File: config.mk
export PLATFORM = sky130hd
export DESIGN_NAME = irq_priority_ctrl
export DESIGN_NICKNAME = d
export VERILOG_FILES = /design/src/rtl/irq_priority_ctrl.sv
export SDC_FILE = /design/constraint.sdc
export NUM_CORES = 1
export LEC_CHECK = 0
export ABC_AREA = 1
export CAP_MARGIN = 20
export CORE_MARGIN = 2
export CORE_UTILIZATION = 43
export CTS_CLUSTER_DIAMETER = 100
export CTS_CLUSTER_SIZE = 30
export DETAILED_ROUTE_END_ITERATION = 16
export GPL_TIMING_DRIVEN = 0
export PLACE_DENSITY = 0.87
export SKIP_LAST_GASP = 1
export SLEW_MARGIN = 40
export SYNTH_ARGS = -nofsm -noshare
export SYNTH_HDL_FRONTEND = slang
export SYNTH_SLANG_ARGS = --single-unit
File: constraint.sdc
create_clock -name clk -period 1.1 [get_ports clk]
set_input_delay 0.22 -clock clk [delete_from_list [all_inputs] [get_ports clk]]
set_output_delay 0.22 -clock clk [all_outputs]
set_load 0.005 [all_outputs]
File: src/rtl/irq_priority_ctrl.sv
// ---------------------------------------------------------------------------
// irq_priority_ctrl
//
// Eight-line interrupt controller with a fixed-priority selection
// (bit 7 = highest priority). Incoming requests are latched into a pending
// register and filtered by a software mask. One winner is presented to the
// core, which then takes it through a request / acknowledge / end-of-interrupt
// handshake. Only one source is in service at any time.
//
// Optional build macro:
//   IRQ_EDGE_EN  defined   -> pending bits are set on rising edges of irq_in
//                             (uses a one-cycle history register)
//                undefined -> pending bits are set while irq_in is high
//
// Parameters:
//   RESET_MASK   mask register value after reset (1 = line masked)
//
// Ports:
//   clk          system clock, all state updates on the rising edge
//   rst          synchronous, active-high reset
//   irq_in       raw interrupt lines, bit 7 highest priority
//   mask_we      mask register write strobe
//   mask_wdata   mask register write data
//   irq_ack      core accepts the presented interrupt (honoured in REQ only)
//   irq_eoi      core finished servicing (honoured in SERVICE only)
//   irq_req      an interrupt is being presented to the core
//   irq_id       index of the presented / in-service line
//   busy         a line is in service
//   pending      raw pending register contents (mask not applied)
// ---------------------------------------------------------------------------
module irq_priority_ctrl #(
    parameter logic [7:0] RESET_MASK = 8'h00
) (
    input  logic       clk,
    input  logic       rst,
    input  logic [7:0] irq_in,
    input  logic       mask_we,
    input  logic [7:0] mask_wdata,
    input  logic       irq_ack,
    input  logic       irq_eoi,
    output logic       irq_req,
    output logic [2:0] irq_id,
    output logic       busy,
    output logic [7:0] pending
);

    typedef enum logic [1:0] {
        IDLE    = 2'd0,
        REQ     = 2'd1,
        SERVICE = 2'd2
    } state_t;

    state_t     state_q;
    state_t     state_d;
    logic [7:0] pending_q;
    logic [7:0] pending_d;
    logic [7:0] mask_q;
    logic [7:0] effective;
    logic [7:0] set_vec;
    logic [7:0] clr_vec;
    logic [2:0] irq_id_q;
    logic [2:0] irq_id_d;
    logic [2:0] winner;
    logic       ack_take;

    // Highest set index of v; returns 0 when v is empty (caller guards).
    function automatic logic [2:0] highest_index(input logic [7:0] v);
        logic [2:0] idx;
        idx = 3'd0;
        for (int i = 0; i < 8; i++) begin
            if (v[i]) begin
                idx = 3'(i);
            end
        end
        return idx;
    endfunction

    // -----------------------------------------------------------------------
    // Request detection: level or rising edge
    // -----------------------------------------------------------------------
`ifdef IRQ_EDGE_EN
    logic [7:0] irq_in_q;

    always_ff @(posedge clk) begin
        if (rst) begin
            irq_in_q <= 8'h00;
        end else begin
            irq_in_q <= irq_in;
        end
    end

    assign set_vec = irq_in & ~irq_in_q;
`else
    assign set_vec = irq_in;
`endif

    // -----------------------------------------------------------------------
    // Selection
    // -----------------------------------------------------------------------
    // Masked lines stay pending; they only drop out of the selection.
    assign effective = pending_q & ~mask_q;
    assign winner    = highest_index(effective);

    // Only an acknowledge of the presented request clears anything, and it
    // clears exactly the presented line.
    assign ack_take = (state_q == REQ) && irq_ack;
    assign clr_vec  = ack_take ? (8'b0000_0001 << irq_id_q) : 8'h00;

    // -----------------------------------------------------------------------
    // Pending register next value
    // -----------------------------------------------------------------------
    always_comb begin
`ifdef IRQ_EDGE_EN
        // A rising edge coinciding with the ack of the same line must not be
        // lost, so the set is applied after the clear.
        pending_d = (pending_q & ~clr_vec) | set_vec;
`else
        // A level source that is still high re-pends on the following cycle,
        // so the clear is applied last.
        pending_d = (pending_q | set_vec) & ~clr_vec;
`endif
    end

    // -----------------------------------------------------------------------
    // Handshake FSM: next-state logic
    // -----------------------------------------------------------------------
    // NOTE: every signal assigned here gets a default first, so no path can
    // leave it unassigned and infer a latch.
    always_comb begin
        state_d  = state_q;
        irq_id_d = irq_id_q;

        unique case (state_q)
            IDLE: begin
                if (effective != 8'h00) begin
                    irq_id_d = winner;
                    state_d  = REQ;
                end
            end
            REQ: begin
                // irq_id is frozen: no preemption, no re-evaluation on mask
                // changes. A simultaneous eoi is ignored here.
                if (irq_ack) begin
                    state_d = SERVICE;
                end
            end
            SERVICE: begin
                if (irq_eoi) begin
                    state_d = IDLE;
                end
            end
            default: begin
                state_d = IDLE;
            end
        endcase
    end

    // -----------------------------------------------------------------------
    // State registers
    // -----------------------------------------------------------------------
    // NOTE: sequential state uses non-blocking assignments so all registers
    // sample the pre-edge values regardless of statement order.
    always_ff @(posedge clk) begin
        if (rst) begin
            state_q   <= IDLE;
            irq_id_q  <= 3'd0;
            pending_q <= 8'h00;
            mask_q    <= RESET_MASK;
        end else begin
            state_q   <= state_d;
            irq_id_q  <= irq_id_d;
            pending_q <= pending_d;
            if (mask_we) begin
                mask_q <= mask_wdata;
            end
        end
    end

    // -----------------------------------------------------------------------
    // Outputs (straight decodes of registered state)
    // -----------------------------------------------------------------------
    assign irq_req = (state_q == REQ);
    assign busy    = (state_q == SERVICE);
    assign irq_id  = irq_id_q;
    assign pending = pending_q;

endmodule

==> results of run 1 <==
through the flow:
stage | power (µW) | setup TNS, ns
after CTS | 1830 | -0.251
after global routing | 2070 | -1.62
after global placement | 1360 | -4.90
final | 1970 | -0.832
after floorplan | 1150 | 0
after detailed placement | 1370 | -5.24
worst max path at each step:
stage | cells past startpoint | startpoint | end | slack [ns]
finish | 8 | pending[0]$_SDFF_PP0_ | irq_id[2]$_SDFFE_PP0P_ | -0.10
global route | 9 | pending[3]$_SDFF_PP0_ | irq_id[0]$_SDFFE_PP0P_ | -0.16
CTS | 3 | state_q[0]$_SDFFE_PP0P_ | busy | -0.08
detailed placement | 5 | rst | pending[3]$_SDFF_PP0_ | -0.39
global placement | 5 | rst | pending[5]$_SDFF_PP0_ | -0.35
floorplan | 8 | pending[4]$_SDFF_PP0_ | irq_id[0]$_SDFFE_PP0P_ | 0.15
synth_stat cells, drive strengths merged:
master  instances
nand2          25
dfxtp          21
inv            19
nor2           18
o21ai          17
a21oi          12
nor4            8
nand3           3
buf             1
clkbuf          1
layer usage:
metal / up-vias / part of all wire (%) / global-route usage [%]
li1: 512 / - / -
met1: 494 / 41 / 26.9
met2: 53 / 51 / 43.6
met3: 17 / 3.8 / 2.98
met4: 0 / 4.6 / 12.2
met5: - / 0 / 0
what timing repair did:
item	in CTS	in global routing
buffers inserted	14	1
hold endpoints to repair	0	0
endpoints found under the setup margin	21	22
gates resized for setup	57	34
pin swaps	2	9
power by group through the flow:
stage / clock, µW / sequential, µW / combinational [µW]
floorplan: 0 / 909 / 238
global placement: 0 / 913 / 445
detailed placement: 0 / 915 / 457
CTS: 373 / 879 / 580
global route: 409 / 894 / 767
finish: 371 / 886 / 718
layout make-up:
class | instances | area (µm²)
inverters | 19 | 71.3
fillers | 128 | 410
well taps | 27 | 33.8
repair buffers | 48 | 415
clock buffers | 4 | 26.3
plain buffers | 2 | 15.0
multi-input cells | 83 | 583
flip-flops and latches | 21 | 447
sequential cells by signal, indices dropped and copies added, names as in the netlist:
signal,cells
irq_id,3
mask_q,8
pending,8
state_q,2
kinds of logic after synthesis:
kind of cell	after synthesis	synth area share (%)
buffers and inverters	21	8.68
AOI/OAI and AO/OA	29	15.9
DFF	21	44.9
and+or+nand+nor	54	30.6
placed cells by master, fill, tap and decap left out:
cell                              netlist  layout
sky130_fd_sc_hd__inv_1                 16      14
sky130_fd_sc_hd__dlymetal6s2s_1         0       1
sky130_fd_sc_hd__nand2_2                9       6
sky130_fd_sc_hd__clkdlybuf4s50_1        0      19
sky130_fd_sc_hd__a21oi_1               11       9
sky130_fd_sc_hd__nor4_4                 0       3
sky130_fd_sc_hd__clkbuf_1               0       1
sky130_fd_sc_hd__nand3_1                3       3
sky130_fd_sc_hd__clkdlybuf4s15_1        0       4
sky130_fd_sc_hd__buf_4                  0      11
sky130_fd_sc_hd__nand2_8                0       1
sky130_fd_sc_hd__nor2_2                 3       1
sky130_fd_sc_hd__clkbuf_2               1       7
sky130_fd_sc_hd__o21ai_0               17      16
sky130_fd_sc_hd__nor2_4                 1       4
sky130_fd_sc_hd__buf_6                  0       4
sky130_fd_sc_hd__dfxtp_2                0       9
sky130_fd_sc_hd__nand2_1               13      10
sky130_fd_sc_hd__nor2_1                14      13
sky130_fd_sc_hd__inv_2                  3       5
sky130_fd_sc_hd__a21oi_2                1       3
sky130_fd_sc_hd__buf_2                  1       2
sky130_fd_sc_hd__nor4_2                 0       5
sky130_fd_sc_hd__clkbuf_4               0       5
sky130_fd_sc_hd__dfxtp_1               21       8
sky130_fd_sc_hd__dfxtp_4                0       4
sky130_fd_sc_hd__o21ai_1                0       1
sky130_fd_sc_hd__nand2_4                3       8
==> metrics.txt, run 1 <==
run status=finished, violations left; violations in the final reports=setup timing; Sinks on Clock Net=21; sink of the worst hold path=state_q[0]$_SDFFE_PP0P_; Synthesized Nets=146; Max Freq=0.830 GHz; TritonCTS clock tree=built; Post-Syn Area per Cell=7.50 µm²; cell class contributing the biggest share of worst-path delay=simple AND/OR/NAND/NOR gates; core box area=2000 µm²; cell depth of the worst flop-to-flop path=8; share of the synthesized area in the top cell type=44.9%; standard-cell row count=16; clock latency at the later pin of the worst-skew pair=0.30 ns; First DRT Iteration DRCs=47; antenna violation net count after detailed routing=0; Post-Layout Cell Count=204; worst reg2reg startpoint=pending[0]$_SDFF_PP0_; via count=1076; share of synthesized area occupied by flip-flops and latches=44.9%; Tmin final=1.20 ns; Horiz. Die Dim=50.7 µm; Hold Crit Depth=2; placed wire-length estimate after detailed placement=1670 µm; number of H-tree branching levels=1; Total GRT Usage=23.9%; #FFs+latches synth=21; clock tree root driver cell=sky130_fd_sc_hd__clkbuf_4; part of the total power dissipated in the clock network=18.8%; final hold slack=0.215 ns; die footprint=2570 µm²; WL per Instance=16.0 µm; fin crit share=109%; Initial Utilization=46.8%; pins over their slew limit=0; final WL=3270 µm; CP max-delay cell=sky130_fd_sc_hd__dfxtp_2; critical path capture point type=flop; weighted congestion reported at the end of routability-driven placement=0.774; internal power summed over all cells=1300 µW; y dimension of the die=50.7 µm; critical setup path kind=flop to flop; average vias per placed instance=5.27; placed cells=185; placed cell areas=1300 µm²; largest incremental delay on the critical path=0.34 ns; final worst clock skew=0.00335 ns; first-pass iteration count of the detailed router=4; Slew @ Worst Pin=0.339 ns; area overhead of the layout relative to synthesis=69.8%; via count of the first global-routing pass=1058; Post-Synthesis Cells=125; clk buf depth=2; Max rail drop VDD=1.02 mV; first-pass GRT wire length=4640 µm; maximum capacitance violations=0; Leak Pwr=0.000689 µW; hold-fix buffers at CTS=0; number of setup violations in the final report=13; io pins=34; post-route standard cell area excluding fillers=1590 µm²; antenna diode count=0; CP Buf/Inv Count=1; reg-to-reg critical path endpoint=irq_id[2]$_SDFFE_PP0P_; number of hold violations in the final report=0; r2r setup slk=-0.10 ns; register share of total power=44.9%; worst-case setup slack after placement=-0.388 ns; Synth area leaders=sky130_fd_sc_hd__dfxtp_1, sky130_fd_sc_hd__o21ai_0, sky130_fd_sc_hd__inv_1; switching power share of the total=34.4%; data required time of the worst path=1.34 ns; switching power summed over all nets=678 µW; Final nets=199; largest net degree at the start of global routing=12; share of total power in combinational logic=36.4%; RSZ-0062 raised after global routing=yes; crit path max fanout=5; DRC Markers=0; quantity of I/O buffers inserted on ports=33; clk slew on worst S/H paths=0.11 ns; largest area contributor in the synthesized netlist=sky130_fd_sc_hd__dfxtp_1; tightest slew margin relative to the limit=77.2%; global-route congestion overflow total=0; initial antenna violation count=0; arrival time reported for the critical path endpoint=1.44 ns; worst hold start=rst; path category of the worst min-delay check=input port to flop; total power density per cell area=1240 nW/µm²; setup slack after layout=-0.104 ns; share of post-route cells with drive strength above 1=44.1%; final design utilization=79.5%; cts bufs inserted=3; combined area of all synthesized cells=937 µm²; number of different library cells in the post-synthesis netlist=16; crit-path cells=buf_4 -> nand2_1 -> nand2_1 -> nor2_2 -> nand2_2 -> nand2_4 -> nand2_2 -> a21oi_2; count of synthesis-stage warnings from yosys=0; startpoint type of the worst setup path=flop
(Power assumes the default switching activity.)
==> run 2: changes to the inputs <==
--- a/config.mk
+++ b/config.mk
@@ -9,7 +9,6 @@
 export CAP_MARGIN = 20
 export CORE_MARGIN = 2
 export CORE_UTILIZATION = 43
-export CTS_CLUSTER_DIAMETER = 100
 export CTS_CLUSTER_SIZE = 30
 export DETAILED_ROUTE_END_ITERATION = 16
 export GPL_TIMING_DRIVEN = 0
==> results of run 2 <==
Same layout as run 1: the final DEF is identical, and so are final timing and power.
==> run 3: changes to the inputs <==
==> constraint.sdc (replaced) <==
create_clock -name clk -period 1.3 [get_ports clk]
set_input_delay 0.26 -clock clk [delete_from_list [all_inputs] [get_ports clk]]
set_output_delay 0.26 -clock clk [all_outputs]
set_load 0.005 [all_outputs]
==> metrics.txt, run 3 (synthesis results as in run 1) <==
Leak Pwr=0.000652 µW; Slew @ Worst Pin=0.366 ns; average vias per placed instance=5.09; cell depth of the worst flop-to-flop path=6; crit path max fanout=3; worst reg2reg startpoint=state_q[0]$_SDFFE_PP0P_; clk slew on worst S/H paths=0.11 ns; antenna diode count=0; Horiz. Die Dim=50.7 µm; via count of the first global-routing pass=1021; placed wire-length estimate after detailed placement=1670 µm; clk buf depth=2; RSZ-0062 raised after global routing=yes; final design utilization=71.4%; share of post-route cells with drive strength above 1=31.6%; data required time of the worst path=1.04 ns; global-route congestion overflow total=0; die footprint=2570 µm²; io pins=34; standard-cell row count=16; TritonCTS clock tree=built; Tmin final=1.25 ns; quantity of I/O buffers inserted on ports=33; tightest slew margin relative to the limit=75.4%; WL per Instance=13.1 µm; pins over their slew limit=0; startpoint type of the worst setup path=flop; clock latency at the later pin of the worst-skew pair=0.30 ns; initial antenna violation count=0; Final nets=196; run status=finished clean; core box area=2000 µm²; y dimension of the die=50.7 µm; Initial Utilization=46.8%; largest net degree at the start of global routing=12; first-pass iteration count of the detailed router=4; DRC Markers=0; number of hold violations in the final report=0; leading cell type in the layout, fill and taps excluded=sky130_fd_sc_hd__clkdlybuf4s50_1; Worst setup startpoint=state_q[1]$_SDFFE_PP0P_; fin crit share=96.3%; first-pass GRT wire length=4510 µm; via count=1023; worst setup path endpoint=busy; Sinks on Clock Net=21; critical setup path kind=flop to output port; path category of the worst min-delay check=flop to flop; final WL=2640 µm; clock tree root driver cell=sky130_fd_sc_hd__clkbuf_4; final worst clock skew=0.00548 ns; number of setup violations in the final report=0; power consumption=1520 µW; Max rail drop VDD=0.657 mV; final hold slack=0.468 ns; arrival time reported for the critical path endpoint=0.99 ns; area overhead of the layout relative to synthesis=52.5%; First DRT Iteration DRCs=51; cts bufs inserted=3; critical path capture point type=output port; r2r setup slk=0.11 ns; Max Freq=0.799 GHz; weighted congestion reported at the end of routability-driven placement=0.774; maximum capacitance violations=0; Total GRT Usage=23.4%; antenna violation net count after detailed routing=0; number of H-tree branching levels=1; total power density per cell area=1070 nW/µm²; reg-to-reg critical path endpoint=pending[0]$_SDFF_PP0_; leading cell types in the layout, fill and taps excluded=sky130_fd_sc_hd__clkdlybuf4s50_1, sky130_fd_sc_hd__o21ai_0, sky130_fd_sc_hd__inv_1
==> run 3: changes by cell type in the layout (fill, tap and decap cells not counted), sizes merged <==
cell           previous run  this run
clkbuf                   13         6
dlymetal6s2s              1         0
dlygate4sd2               0        11
buf                      17        14
clkdlybuf4s50            19        20
clkdlybuf4s15             4         0
==> run 3: through the flow <==
| step | setup WS (ns) | setup TNS, ns | cells | cell area [µm²] |
|---|---|---|---|---|
| after floorplan | 0.354 | 0 | 125 | 937 |
| after global placement | -0.185 | -1.80 | 185 | 1300 |
| after detailed placement | -0.228 | -2.03 | 185 | 1300 |
| after CTS | -0.0903 | -0.0903 | 201 | 1430 |
| after global routing | -0.0166 | -0.0277 | 201 | 1430 |
| final | 0.0480 | 0 | 201 | 1430 |
==> run 3: worst min path at each step <==
stage	from	to	slack [ns]	depth (start not counted)
global route	mask_q[0]$_SDFFE_PP0P_	mask_q[0]$_SDFFE_PP0P_	0.50	2
finish	mask_q[0]$_SDFFE_PP0P_	mask_q[0]$_SDFFE_PP0P_	0.47	2
CTS	mask_q[0]$_SDFFE_PP0P_	mask_q[0]$_SDFFE_PP0P_	0.47	2
detailed placement	mask_q[0]$_SDFFE_PP0P_	mask_q[0]$_SDFFE_PP0P_	0.45	2
global placement	mask_q[0]$_SDFFE_PP0P_	mask_q[0]$_SDFFE_PP0P_	0.45	2
floorplan	rst	irq_id[2]$_SDFFE_PP0P_	0.32	1
==> run 3: final cells by class <==
class | count | area (µm²)
inverters | 19 | 71.3
repair buffers | 45 | 397
fillers | 146 | 573
plain buffers | 2 | 10.0
multi-input cells | 83 | 444
flip-flops and latches | 21 | 447
well taps | 27 | 33.8
clock buffers | 4 | 26.3
==> run 3: where the power goes <==
group,internal [µW],switching (µW)
combinational,225,243
sequential,713,32.3
clock,120,190
total,1060,466
==> run 3: worst max-delay path: stages, from the launching register on <==
cell,delay [ns]
sky130_fd_sc_hd__dfxtp_4,0.39
sky130_fd_sc_hd__inv_1,0.05
sky130_fd_sc_hd__nor2_2,0.11
sky130_fd_sc_hd__clkbuf_2,0.14
==> run 3: what timing repair did <==
action	CTS	global route
setup endpoints to repair	13	10
setup buffers	12	0
hold endpoints to repair	0	0
pin swaps	1	0
hold buffers	0	0
resized for setup	31	7
==> run 3: per-layer routing <==
layer	global-route usage (%)	vias up	routed length (µm)
li1	-	503	-
met1	26.9	471	1080
met2	41.9	40	1330
met3	2.98	9	145
met4	12.6	0	87
met5	0	-	0
